<file path="src/rtl/paddle_pkg.sv">
// Shared constants for the paddle controller: screen size, default geometry,
// colour table and the per-paddle direction encoding.
package paddle_pkg;

  localparam int SCREEN_W     = 640;
  localparam int SCREEN_H     = 480;
  localparam int DEF_PADDLE_H = 50;
  localparam int DEF_PADDLE_W = 10;
  localparam int DEF_MARGIN   = 30;
  localparam int DEF_SPEED    = 4;
  localparam int COORD_W      = 10;

  typedef enum logic [1:0] {
    DIR_IDLE = 2'd0,
    DIR_UP   = 2'd1,
    DIR_DOWN = 2'd2
  } dir_e;

  // {r,g,b} per paddle, paddle k at bits [3k+2:3k]: white, cyan, yellow, magenta
  localparam logic [11:0] COLOUR_TABLE = {3'b101, 3'b110, 3'b011, 3'b111};

  function automatic int paddle_x(input int k, input int n, input int margin,
                                  input int sw, input int pw);
    if (n <= 1) return margin;
    return margin + k * (sw - 2 * margin - pw) / (n - 1);
  endfunction

endpackage

</file>
<file path="src/rtl/paddle_axis.sv">
// One paddle's vertical position register with saturating moves; with
// PADDLE_CTRL_ACCEL_EN a 3-bit hold counter doubles the step after long presses.
module paddle_axis
  import paddle_pkg::*;
#(
  parameter int SPEED = DEF_SPEED,
  parameter int YMAX  = SCREEN_H - DEF_PADDLE_H,
  parameter int YRST  = (SCREEN_H - DEF_PADDLE_H) / 2
) (
  input  logic       i_clk,
  input  logic       i_rst_n,
  input  logic       i_tick,
  input  logic       i_up,
  input  logic       i_down,
  output logic [9:0] o_y
);

  localparam logic [10:0] YMAX_11 = 11'(YMAX);
  localparam logic [10:0] STEP_1  = 11'(SPEED);
  localparam logic [10:0] STEP_2  = 11'(2 * SPEED);
  localparam logic [9:0]  Y_RST   = 10'(YRST);

  dir_e        dir;
  logic [10:0] step;
  logic [10:0] diff;
  logic [10:0] sum;
  logic [9:0]  y_q, y_d;

  always_comb begin
    dir = DIR_IDLE;
    if (i_up && !i_down)      dir = DIR_UP;
    else if (i_down && !i_up) dir = DIR_DOWN;
  end

`ifdef PADDLE_CTRL_ACCEL_EN
  logic [2:0] hold_q, hold_d;
  dir_e       last_dir_q, last_dir_d;

  always_comb begin
    hold_d     = hold_q;
    last_dir_d = last_dir_q;
    if (i_tick) begin
      last_dir_d = dir;
      if (dir != DIR_IDLE && dir == last_dir_q)
        hold_d = (hold_q == 3'd7) ? 3'd7 : hold_q + 3'd1;
      else
        hold_d = 3'd0;
    end
  end

  // the tick that brings the counter to 7 already uses the fast step
  assign step = (hold_d == 3'd7) ? STEP_2 : STEP_1;

  always_ff @(posedge i_clk or negedge i_rst_n) begin
    if (!i_rst_n) begin
      hold_q     <= 3'd0;
      last_dir_q <= DIR_IDLE;
    end else begin
      hold_q     <= hold_d;
      last_dir_q <= last_dir_d;
    end
  end
`else
  assign step = STEP_1;
`endif

  // 11-bit arithmetic: a borrow shows up in bit 10, overshoot is caught against YMAX
  always_comb begin
    diff = {1'b0, y_q} - step;
    sum  = {1'b0, y_q} + step;
    y_d  = y_q;
    if (i_tick) begin
      case (dir)
        DIR_UP:   y_d = diff[10] ? 10'd0 : diff[9:0];
        DIR_DOWN: y_d = (sum > YMAX_11) ? YMAX_11[9:0] : sum[9:0];
        default:  y_d = y_q;
      endcase
    end
  end

  always_ff @(posedge i_clk or negedge i_rst_n) begin
    if (!i_rst_n) y_q <= Y_RST;
    else          y_q <= y_d;
  end

  assign o_y = y_q;

endmodule

</file>
<file path="src/rtl/paddle_ctrl.sv">
// Multi-paddle controller: per-paddle position registers plus a registered
// hit/colour renderer. Define PADDLE_CTRL_ACCEL_EN for held-key acceleration.
module paddle_ctrl
  import paddle_pkg::*;
#(
  parameter int NUM_PADDLES   = 2,
  parameter int PADDLE_HEIGHT = DEF_PADDLE_H,
  parameter int PADDLE_WIDTH  = DEF_PADDLE_W,
  parameter int PADDLE_MARGIN = DEF_MARGIN,
  parameter int SCREEN_WIDTH  = SCREEN_W,
  parameter int SCREEN_HEIGHT = SCREEN_H,
  parameter int SPEED         = DEF_SPEED
) (
  input  logic                      i_clk,
  input  logic                      i_rst_n,
  input  logic                      i_frame_tick,
  input  logic [NUM_PADDLES-1:0]    i_up,
  input  logic [NUM_PADDLES-1:0]    i_down,
  input  logic [9:0]                i_pixel_x,
  input  logic [9:0]                i_pixel_y,
  input  logic                      i_visible,
  output logic [10*NUM_PADDLES-1:0] o_paddle_y,
  output logic [NUM_PADDLES-1:0]    o_hit,
  output logic                      o_r,
  output logic                      o_g,
  output logic                      o_b
);

  localparam int YMAX = SCREEN_HEIGHT - PADDLE_HEIGHT;
  localparam int YRST = YMAX / 2;

  logic [NUM_PADDLES-1:0] hit_d, hit_q;
  logic [2:0]             rgb_d, rgb_q;
  logic [10:0]            px_11, py_11;

  assign px_11 = {1'b0, i_pixel_x};
  assign py_11 = {1'b0, i_pixel_y};

  for (genvar k = 0; k < NUM_PADDLES; k++) begin : g_paddle
    localparam int          XK   = paddle_x(k, NUM_PADDLES, PADDLE_MARGIN,
                                            SCREEN_WIDTH, PADDLE_WIDTH);
    localparam logic [10:0] X_LO = 11'(XK);
    localparam logic [10:0] X_HI = 11'(XK + PADDLE_WIDTH);

    logic [9:0]  y;
    logic [10:0] y_lo, y_hi;

    paddle_axis #(
      .SPEED (SPEED),
      .YMAX  (YMAX),
      .YRST  (YRST)
    ) u_axis (
      .i_clk   (i_clk),
      .i_rst_n (i_rst_n),
      .i_tick  (i_frame_tick),
      .i_up    (i_up[k]),
      .i_down  (i_down[k]),
      .o_y     (y)
    );

    assign o_paddle_y[10*k +: 10] = y;
    assign y_lo     = {1'b0, y};
    assign y_hi     = y_lo + 11'(PADDLE_HEIGHT);
    // uses the y held this cycle, so a coincident tick only affects later pixels
    assign hit_d[k] = i_visible && (px_11 >= X_LO) && (px_11 < X_HI) &&
                      (py_11 >= y_lo) && (py_11 < y_hi);
  end

  always_comb begin
    rgb_d = 3'b000;
    for (int k = NUM_PADDLES - 1; k >= 0; k--) begin
      if (hit_d[k]) rgb_d = COLOUR_TABLE[3*k +: 3];
    end
  end

  always_ff @(posedge i_clk or negedge i_rst_n) begin
    if (!i_rst_n) begin
      hit_q <= '0;
      rgb_q <= 3'b000;
    end else begin
      hit_q <= hit_d;
      rgb_q <= rgb_d;
    end
  end

  assign o_hit = hit_q;
  assign o_r   = rgb_q[2];
  assign o_g   = rgb_q[1];
  assign o_b   = rgb_q[0];

endmodule

</file>
<file path="config.mk">
export PLATFORM = sky130hd
export DESIGN_NAME = paddle_ctrl
export DESIGN_NICKNAME = d
export VERILOG_FILES = /design/src/rtl/paddle_pkg.sv /design/src/rtl/paddle_axis.sv /design/src/rtl/paddle_ctrl.sv
export SDC_FILE = /design/constraint.sdc
export NUM_CORES = 1
export LEC_CHECK = 0
export CAP_MARGIN = 10
export CORE_MARGIN = 1
export CORE_UTILIZATION = 50
export CTS_BUF_LIST = sky130_fd_sc_hd__clkbuf_8
export CTS_CLUSTER_SIZE = 24
export DETAILED_ROUTE_END_ITERATION = 6
export PLACE_DENSITY = 0.76
export SYNTH_ARGS = -nofsm -noshare
export SYNTH_HDL_FRONTEND = slang
export SYNTH_HIERARCHICAL = 1
export SYNTH_SLANG_ARGS = --single-unit
</file>
<file path="constraint.sdc">
create_clock -name i_clk -period 3.97 [get_ports i_clk]
set_clock_uncertainty 0.1 [all_clocks]
set_input_delay 0.397 -clock i_clk [delete_from_list [all_inputs] [get_ports i_clk]]
set_output_delay 0.397 -clock i_clk [all_outputs]
set_load 0.05 [all_outputs]
</file>
### After elaboration in Yosys (flattened, before gate mapping)

Cells that the tools add are included.
Widths: inputs -> output; s select.

* input port bits: 28
* output and inout bits: 25
* logic and storage cells: 56
* register bits: 25

* order comparisons: 10
* reductions and logical operators: 20
* add/subtract/negate cells: 6
* equal/unequal tests: 4
* multiplexer cells: 12

Operator list (count)
* $mux 10: 4
* $pmux 10 s2: 2
* $add 10x3->11 const B: 2
* $add 10x6->11 const B: 2
* $gt 11x9->1 const B: 2
* $lt 10x11->1: 2
* $sub 10x3->11 const B: 2
* $ge 10x10->1: 2
* $logic_and 1x1->1: 12
* $ge 10x10->1 const B: 1
* $ge 10x5->1 const B: 1
* $lt 10x10->1 const B: 1
* $lt 10x6->1 const B: 1
* $mux 2: 5
* $eq 2x1->1 const B: 2
* $eq 2x2->1 const B: 2
* $logic_not 1->1: 4
* $reduce_and 2->1: 2
* $reduce_bool 2->1: 2
* $mux 3: 1

### Logic depth before layout (Yosys ltp)

* depth after elaboration: 7
* gate-level depth with buffers: 12
* gate-level depth less buffers: 12

### Cells and area by module

Netlist, hierarchy kept.

Modules (own cells, without submodules)
* paddle_axis: instances 2, cells an instance 112, area an instance 912.1 sq um, sequential area each 257.7 sq um
* paddle_ctrl: instances 1, cells an instance 163, area an instance 1366.3 sq um, sequential area each 75.1 sq um

### Worst setup path before layout

Ideal clock, no wire load.

* kind: reg-to-reg
* start: register g_paddle[1].u_axis.y_q[3]
* end: register rgb_q[1]
* period minus slack after synthesis: 3002 ps
* library setup time: 65 ps
* path slack: 968 ps
* data required time: 3805 ps
* buffers on the path: 0
* arrival time: 2837 ps
* cell stages (with the launch flop): 11
* cell sequence: dfrtp_1 > nand3_1 > and3_1 > nor3_1 > xnor2_1 > ha_1 > a21o_1 > a2111oi_4 > a211oi_2 > nor4b_4 > or2_1

* word-level cells in the longest chain between the ends: 5
* elaborated cells between the ends (all ways): 7
* classes of those cells: add/sub: 1; order compare: 2; mux: 2; reduce/logical: 2

Ends and longest elaborated chain
* from (decl): line paddle_axis.sv:27 `logic [9:0] y_q, y_d;`
* from (signal assigned): line paddle_axis.sv:83 `else y_q <= y_d;`
* $add 10x6->11 / $ge 10x10->1 (equally long branches): line paddle_ctrl.sv:63, paddle_ctrl.sv:66
* $lt 10x11->1 / $logic_and 1x1->1 (equally long branches): line paddle_ctrl.sv:66, paddle_ctrl.sv:65
* $logic_and 1x1->1 *: line paddle_ctrl.sv:66 `(py_11 >= y_lo) && (py_11 < y_hi);`
* via hit_d[1]: line paddle_ctrl.sv:32 `logic [NUM_PADDLES-1:0] hit_d, hit_q;`
* $mux 2 *: line paddle_ctrl.sv:72 `if (hit_d[k]) rgb_d = COLOUR_TABLE[3*k +: 3];`
* $mux 3 *: line paddle_ctrl.sv:72
* to (signal assigned): line paddle_ctrl.sv:82 `rgb_q <= rgb_d;`
* to (decl): line paddle_ctrl.sv:33 `logic [2:0] rgb_d, rgb_q;`

The timed path passes the listed nets; every way through them passes the cells marked *.
A chain may end at the register's enable or synchronous reset.

### Final worst setup path

* start: register g_paddle[1].u_axis.y_q[2]
* end: register rgb_q[1]

Same word-level chain as after synthesis.

==> flow_summary.yaml <==
status:
  status: "finished, final reports clean"
clocking:
  clock-sinks: 23
  ctsHoldBuffers: 0
  clock-root-buffer: "clkbuf_8"
  ctsHtreeMaxLevel: 1
  ctsResizeCount: 0
  numCtsBuffers: 3
  path_clk_slew_ns: 0.09
  tritoncts: "done"
  clk_latency_ns: 0.27
  clock_path_buffers: 2
  post_cts_buffers: 0
critical_path:
  critPathMaxFanout: 13
  cp.arrival_ns: 3.10
  worstSetupStartpoint: "g_paddle[1].u_axis/o_y[2]"
  r2r_cells: 10
  crit_type: "flip-flop to flip-flop"
  reg2reg_to: "rgb_q[1]"
  crit_slowest_cell: "dfstp_2"
  worst_setup_path_end_kind: "flip-flop"
  cp_data_required_time_ns: 4.09
  worst-r2r-setup-slack_ns: 0.99
  r2r_start: "g_paddle[1].u_axis/o_y[2]"
  timing.critical_path.to: "rgb_q[1]"
  start_kind: "flip-flop"
  path_cells: "nand3_1, and3_1, nor3_1, xnor2_1, ha_1, a21o_1, a2111oi_4, a211oi_2, nor4b_4, or2_1"
  slowest_delay_ns: 0.67
synthesis:
  synth.avg_cell_area_um2: 8.24
  ys_seq_area_share_pct: 18.5
  async_flop_share_pct: 100
  synth.top_cell.area_share_pct: 18.8
  ys_warn_count: 6
  synth_flop_cell: "dfstp_2"
  netlist_instances: 387
  synthTopCellsByArea: "ha_1 19%, dfstp_2 9.9%, dfrtp_1 8.6%"
  syn_nets: 463
  synth-edff-count: 0
  ys_types: 56
  syn_area_um2: 3190
  synth_top_area_cell: "ha_1"
  ys_ff_latch: 23
power:
  peakVddDrop_mv: 0.442
  leakagePower_nw: 1.56
  powerDensity_nw_per_um2: 744
die:
  pin_count: 53
  coreArea_um2: 6030
  start_util_pct: 52.9
  fp.dieW_um: 81.9
  dieHeight_um: 81.9
  die_area_um2: 6700
  rows: 28
sta:
  hold_violations: 0
  maxSlewViolCount: 0
  setup_viol: 0
  slew_headroom_pct: 39.7
  clock.fmax_ghz: 0.335
  period_minus_slack_ns: 2.98
  rsz0062_at_grt: "false"
  tightest_slew_ns: 0.901
  fin_crit_sh_pct: 75.1
  fin_setup_tns_ns: 0
min_path:
  hold_path_class: "flip-flop to flip-flop"
  min_from: "g_paddle[1].u_axis/o_y[0]"
grt:
  overflow: 0
  grt_usage_pct: 25.7
  first_global_vias: 2842
  antenna_found_initial: 0
  grt_pass1_wl_um: 13600
  grt_max_degree: 18
finish:
  layout_commonest_cell: "clkdlybuf4s50_1"
  antenna_cells: 0
  layout-drive-gt1-share_pct: 11.5
  most-common-layout-cells: "51 x clkdlybuf4s50_1, 48 x ha_1, 33 x a21oi_1, 32 x inv_1, 32 x nand2_1"
  fin_nets: 503
  area_delta_synth_final_pct: 17.8
  stdcell_area_um2: 3760
drt:
  topRoutingLayerUsed: "met4"
  vias: 3065
  finalWirelength_um: 7980
  first_pass_iters: 5
  vias_per_cell: 6.12
  wl_met1_um: 3900
  drtAntennaViolNets: 0
  wire_per_inst_um: 15.9
  drc: 0
  routed-wl-met2_um: 3570
  drt-initial-drc-count: 217
  dr_wl_met3_um: 476
placed_design:
  dp_hpwl_um: 6190
  placed_cell_area_um2: 3710
  buffer_ports.inserted: 51
  routabilityCongestion: 0.961
flow_run:
  cap_violations: 0
[metrics by stage]
step                std cells  setup WS, ns  hold WS [ns]  util, %  power, mW
floorplan                 387         0.968       0.00141        -       2.15
global placement          497          1.03         0.457     61.6       2.57
detailed placement        497         0.994         0.459     61.6       2.62
CTS                       501         0.980         0.474     62.4       2.79
global route              501         0.747         0.495     62.4       3.07
finish                    501         0.989         0.470     62.4       2.79
[logic make-up after synthesis]
logic type	count (synthesis)	synth area share, %
AOI/OAI and AO/OA	116	27.4
xor gates and xnor gates	22	6.04
adders and majority gates	48	18.8
buffers and inverters	49	6.71
DFF	23	18.5
and+or+nand+nor	129	22.5
[cell type report]
cell class                      instances  area (um2)
Timing Repair Buffer                   53         526
Clock buffer                            3        41.3
Tap cell                               75        93.8
Fill cell                             552        2270
Multi-Input combinational cell        315        2390
Clock inverter                          1        3.75
Inverter                               31         116
Sequential cell                        23         591
[synth_stat cells, drive strengths merged, types with 7 or more instances]
master  instances
nor3           11
nor2           23
ha             48
nand2          32
a21oi          34
clkbuf          8
or2             7
o21ai          16
o22ai           7
a21o            7
xnor2          20
nand4           7
and3           10
inv            31
buf            10
dfrtp          11
nand3          15
dfstp          12
[critical path, delay by kind of cell, from the launching register on]
| family | cells | cell delay, ns |
|---|---|---|
| AOI/OAI and AO/OA | 3 | 0.74 |
| xor gates and xnor gates | 1 | 0.16 |
| adders and majority gates | 1 | 0.27 |
| DFF | 1 | 0.67 |
| and+or+nand+nor | 5 | 0.99 |
[report_power, final]
| group | internal, mW | leakage [nW] | switching (mW) |
|---|---|---|---|
| clock network | 0.0695 | 0.0269 | 0.0875 |
| logic | 0.833 | 1.26 | 1.17 |
| registers | 0.350 | 0.268 | 0.290 |
[registers in the layout, indices dropped and copies added (netlist names)]
register and cells:
rgb_q 1, g_paddle.u_axis/o_y 20, o_hit 2
[metal layers]
metal / up-vias / GRT usage (%)
met5: - / 0
met4: 0 / 4.21
met3: 4 / 3.22
met1: 1449 / 37.0
met2: 103 / 41.3
li1: 1509 / -
[worst min path at each step]
stage,depth (start not counted),endpoint,slack [ns]
after global placement,2,g_paddle[1].u_axis/o_y[1],0.46
after CTS,1,g_paddle[1].u_axis/o_y[0],0.47
final,1,g_paddle[1].u_axis/o_y[0],0.47
after detailed placement,1,g_paddle[1].u_axis/o_y[0],0.46
after floorplan,0,g_paddle[0].u_axis/o_y[3],0.001
after global routing,1,g_paddle[1].u_axis/o_y[0],0.49
Power figures use the tool's default switching activity.
==> patch 1, RTL diff (same flow settings) <==
Put a register stage on the outputs `o_r`, `o_g` and `o_b`. The values now appear one clock later. The other outputs are not delayed to match.
--- a/src/rtl/paddle_ctrl.sv
+++ b/src/rtl/paddle_ctrl.sv
@@ -86,5 +86,7 @@
   assign o_hit = hit_q;
-  assign o_r   = rgb_q[2];
-  assign o_g   = rgb_q[1];
-  assign o_b   = rgb_q[0];
+  always_ff @(posedge i_clk) begin
+    o_r <= rgb_q[2];
+    o_g <= rgb_q[1];
+    o_b <= rgb_q[0];
+  end
 
Check against the original RTL: not equivalent (a bounded check fails within 4 cycles, from zero or initial values and one cycle with i_rst_n low).
==> patch 1 against the original RTL <==
  * Worst setup slack lost 14 ps
  * Synthesized area up 1.3%
  * Sequential cell count increased by 2
  * Non-clock buffer count unchanged
  * Routed wire length barely moved
  * Largest cell class unchanged
  * Total power grew 1.0%
  * Final area grew 1.1%
  * Sequential share of layout area increased by 0.88 points
  * Synthesized cell count up 0.52%
==> patch 1: results (changes against the original RTL) <==
metric;value;unit;change
nFillCells;514;;was 552
outcome;finished, final reports clean;;unchanged
clk_share;0.0122;;was 0.0120
grt_usage;0.250;;was 0.257
wirelength;7980;um;about the same
syn_area_per_cell;8.30;um2;was 8.24 um2
register_area;631;um2;was 591 um2
critPathArrivalTime;3130;ps;was 3100 ps
post-route-min-period;3000;ps;was 2980 ps
ys_seq_area_frac;0.195;;was 0.185
grt_pass1_vias;2720;;was 2,842
grt_pass1_wl;13100;um;was 13,600 um
tightest_slew;914;ps;was 901 ps
viasPerCell;6.14;;was 6.12
power_leakage;1.57;nW;was 1.56 nW
seq_cell_power;0.673;mW;was 0.639 mW
drt-initial-drc-count;191;;was 217
synth_nets;465;;was 463
post-place-ws;997;ps;was 994 ps
grt_max_degree;19;;was 18
synth_area_leaders;ha_1 19%, dfstp_2 9.8%, dfrtp_1 8.5%, xnor2_1 5.4%, a21oi_1 5.1%;;was ha_1 19%, dfstp_2 9.9%, dfrtp_1 8.6%, xnor2_1 5.5%, a21oi_1 5.2%
hold_end;o_b;;was g_paddle[1].u_axis/o_y[0]
vias;3089;;was 3,065
postPlaceCellArea;0.00375;mm2;was 0.00371 mm2
worstHoldPathCells;0;;was 1
gp_congestion;0.868;;was 0.961
drive_gt1_frac;0.117;;was 0.115
async_flop_share;0.920;;was 1.00
p_int;1.27;mW;was 1.25 mW
dp.cells;499;;was 497
nonClkBufAreaFrac;0.138;;was 0.140
## patch 1: cell types whose count changed after synthesis
cell | unedited run | this run
dfxtp_1 | 0 | 2
## patch 1: per-layer routing
layer  track usage  share of wire  vias up
li1              -              -     1515
met1         0.367           0.48     1430
met2         0.386           0.43      129
met3        0.0275          0.071       15
met4        0.0614          0.015        0
met5             0              0        -
## patch 1: through the flow
stage | hold slack (ps) | power, mW | util
after detailed placement | 240 | 2.64 | 0.619
final | 259 | 2.82 | 0.627
after CTS | 265 | 2.82 | 0.627
after global routing | 268 | 3.07 | 0.627
after global placement | 233 | 2.58 | 0.619
after floorplan | 1.41 | 2.17 | -
## patch 1: kinds of logic (layout without fill, tap and decap cells)
group,count (synthesis),count (layout),synth area share
compound gates,116,116,0.271
xor+xnor,22,22,0.0596
fa+ha+maj,48,48,0.186
buf+inv,49,88,0.0662
flops,25,25,0.195
simple gates,129,129,0.222
==> patch 2, RTL diff (same settings) <==
Made on the original files. Change the parameter `NUM_PADDLES` from 2 to 1.
--- a/src/rtl/paddle_ctrl.sv
+++ b/src/rtl/paddle_ctrl.sv
@@ -5,3 +5,3 @@
 #(
-  parameter int NUM_PADDLES   = 2,
+  parameter int NUM_PADDLES   = 1,
   parameter int PADDLE_HEIGHT = DEF_PADDLE_H,
Ports: changed (resized i_down, i_up, o_hit and o_paddle_y); port bits go from 53 to 40. No check against the original RTL was run, so the function may have changed too.
==> patch 2 against the original RTL <==
  * Total power decreased by 50%
  * First-iteration DRC count decreased by 80%
  * Synthesized area decreased by 51%
  * Sequential share of layout area decreased by 1.5 points
  * Count of clock-buffer cells in the layout unchanged
  * Final area decreased by 47%
  * Worst setup slack improved by 540 ps
  * Critical path depth decreased by 1
  * Sequential cell count decreased by 12
  * Routed wire length decreased by 51%
  * Via count decreased by 49%
  * Critical path type unchanged
  * Largest power group unchanged
  * Highest routed layer unchanged
==> patch 2: results (changes against the original RTL) <==
metric;value;unit;change
firstDrtPassIters;4;;was 5
ys_seq_area_frac;0.179;;was 0.185
synth_commonest_cells;24 x ha_1, 16 x inv_1, 15 x a21oi_1, 13 x nand2_1, 13 x nor2_1;;was 48 x ha_1, 33 x a21oi_1, 32 x nand2_1, 31 x inv_1, 22 x nor2_1
grt_use_met3;0.0201;;was 0.0322
grtUsageMet2;0.473;;was 0.413
hold_ws;383;ps;was 470 ps
synth_area_leaders;ha_1 19%, dfstp_2 10%, dfrtp_1 7.9%, xnor2_1 5.6%, a21oi_1 4.8%;;was ha_1 19%, dfstp_2 9.9%, dfrtp_1 8.6%, xnor2_1 5.5%, a21oi_1 5.2%
postPlaceCellArea;0.00195;mm2;was 0.00371 mm2
clock_latency;240;ps;was 270 ps
fin_ws;1530;ps;was 989 ps
gp_congestion;0.871;;was 0.961
port_buffers;38;;was 51
wl_met2;2020;um;was 3570 um
dp.cells;263;;was 497
use_met1;0.298;;was 0.370
reg2reg_depth;9;;was 10
cts_resized;0;;unchanged
grt_max_degree;15;;was 18
routedWlPerCell;14.5;um;was 15.9 um
post-place-ws;1340;ps;was 994 ps
wl_met1;1710;um;was 3900 um
outcome;finished, final reports clean;;unchanged
drt-initial-drc-count;44;;was 217
syn_area_per_cell;8.22;um2;was 8.24 um2
power_leakage;0.858;nW;was 1.56 nW
vdd_drop_max;0.410;mV;was 0.442 mV
dp_hpwl;3050;um;was 6190 um
synth_nets;242;;was 463
hold_path.class;input pin to asynchronous set/reset pin;;was flip-flop to flip-flop
grt_pass1_vias;1487;;was 2,842
r2r_start;g_paddle[0].u_axis/o_y[3];;was g_paddle[1].u_axis/o_y[2]
maxSlewHeadroom;0.475;;was 0.397
drive_gt1_frac;0.103;;was 0.115
viasPerCell;5.84;;was 6.12
ys_types;51;;was 56
wl_met3;112;um;was 476 um
largest_register_ffs;10;;was 20
==> patch 2: area by class of cell <==
type                       instances  area, um2
inverter                          16       60.1
timing repair buffer              38        380
fill                             268       1030
clock inverter                     1       3.75
tap                               44       55.1
multi-input combinational        154       1170
clock buffer                       3       41.3
sequential                        11        283
==> patch 2: kinds of logic after synthesis <==
| group | Yosys count | synth area share |
|---|---|---|
| compound gates | 58 | 0.261 |
| buf+inv | 27 | 0.0785 |
| simple gates | 61 | 0.230 |
| flops | 11 | 0.179 |
| xor+xnor | 11 | 0.0611 |
| fa+ha+maj | 24 | 0.190 |
==> patch 2: report_power, final <==
group          switching [mW]  leakage [nW]  internal, mW  total, mW
clock network          0.0411        0.0269        0.0678      0.109
registers               0.158         0.127         0.170      0.328
logic                   0.549         0.704         0.397      0.946
==> patch 2: worst max-delay path: stages, from the launching register on <==
cell and delay (ps):
dfrtp_1 540, and3_4 270, nor3_4 220, nor2_1 100
xnor2_1 210, ha_1 280, a21o_1 160, a21oi_1 140
o2111ai_1 140, a221oi_2 190
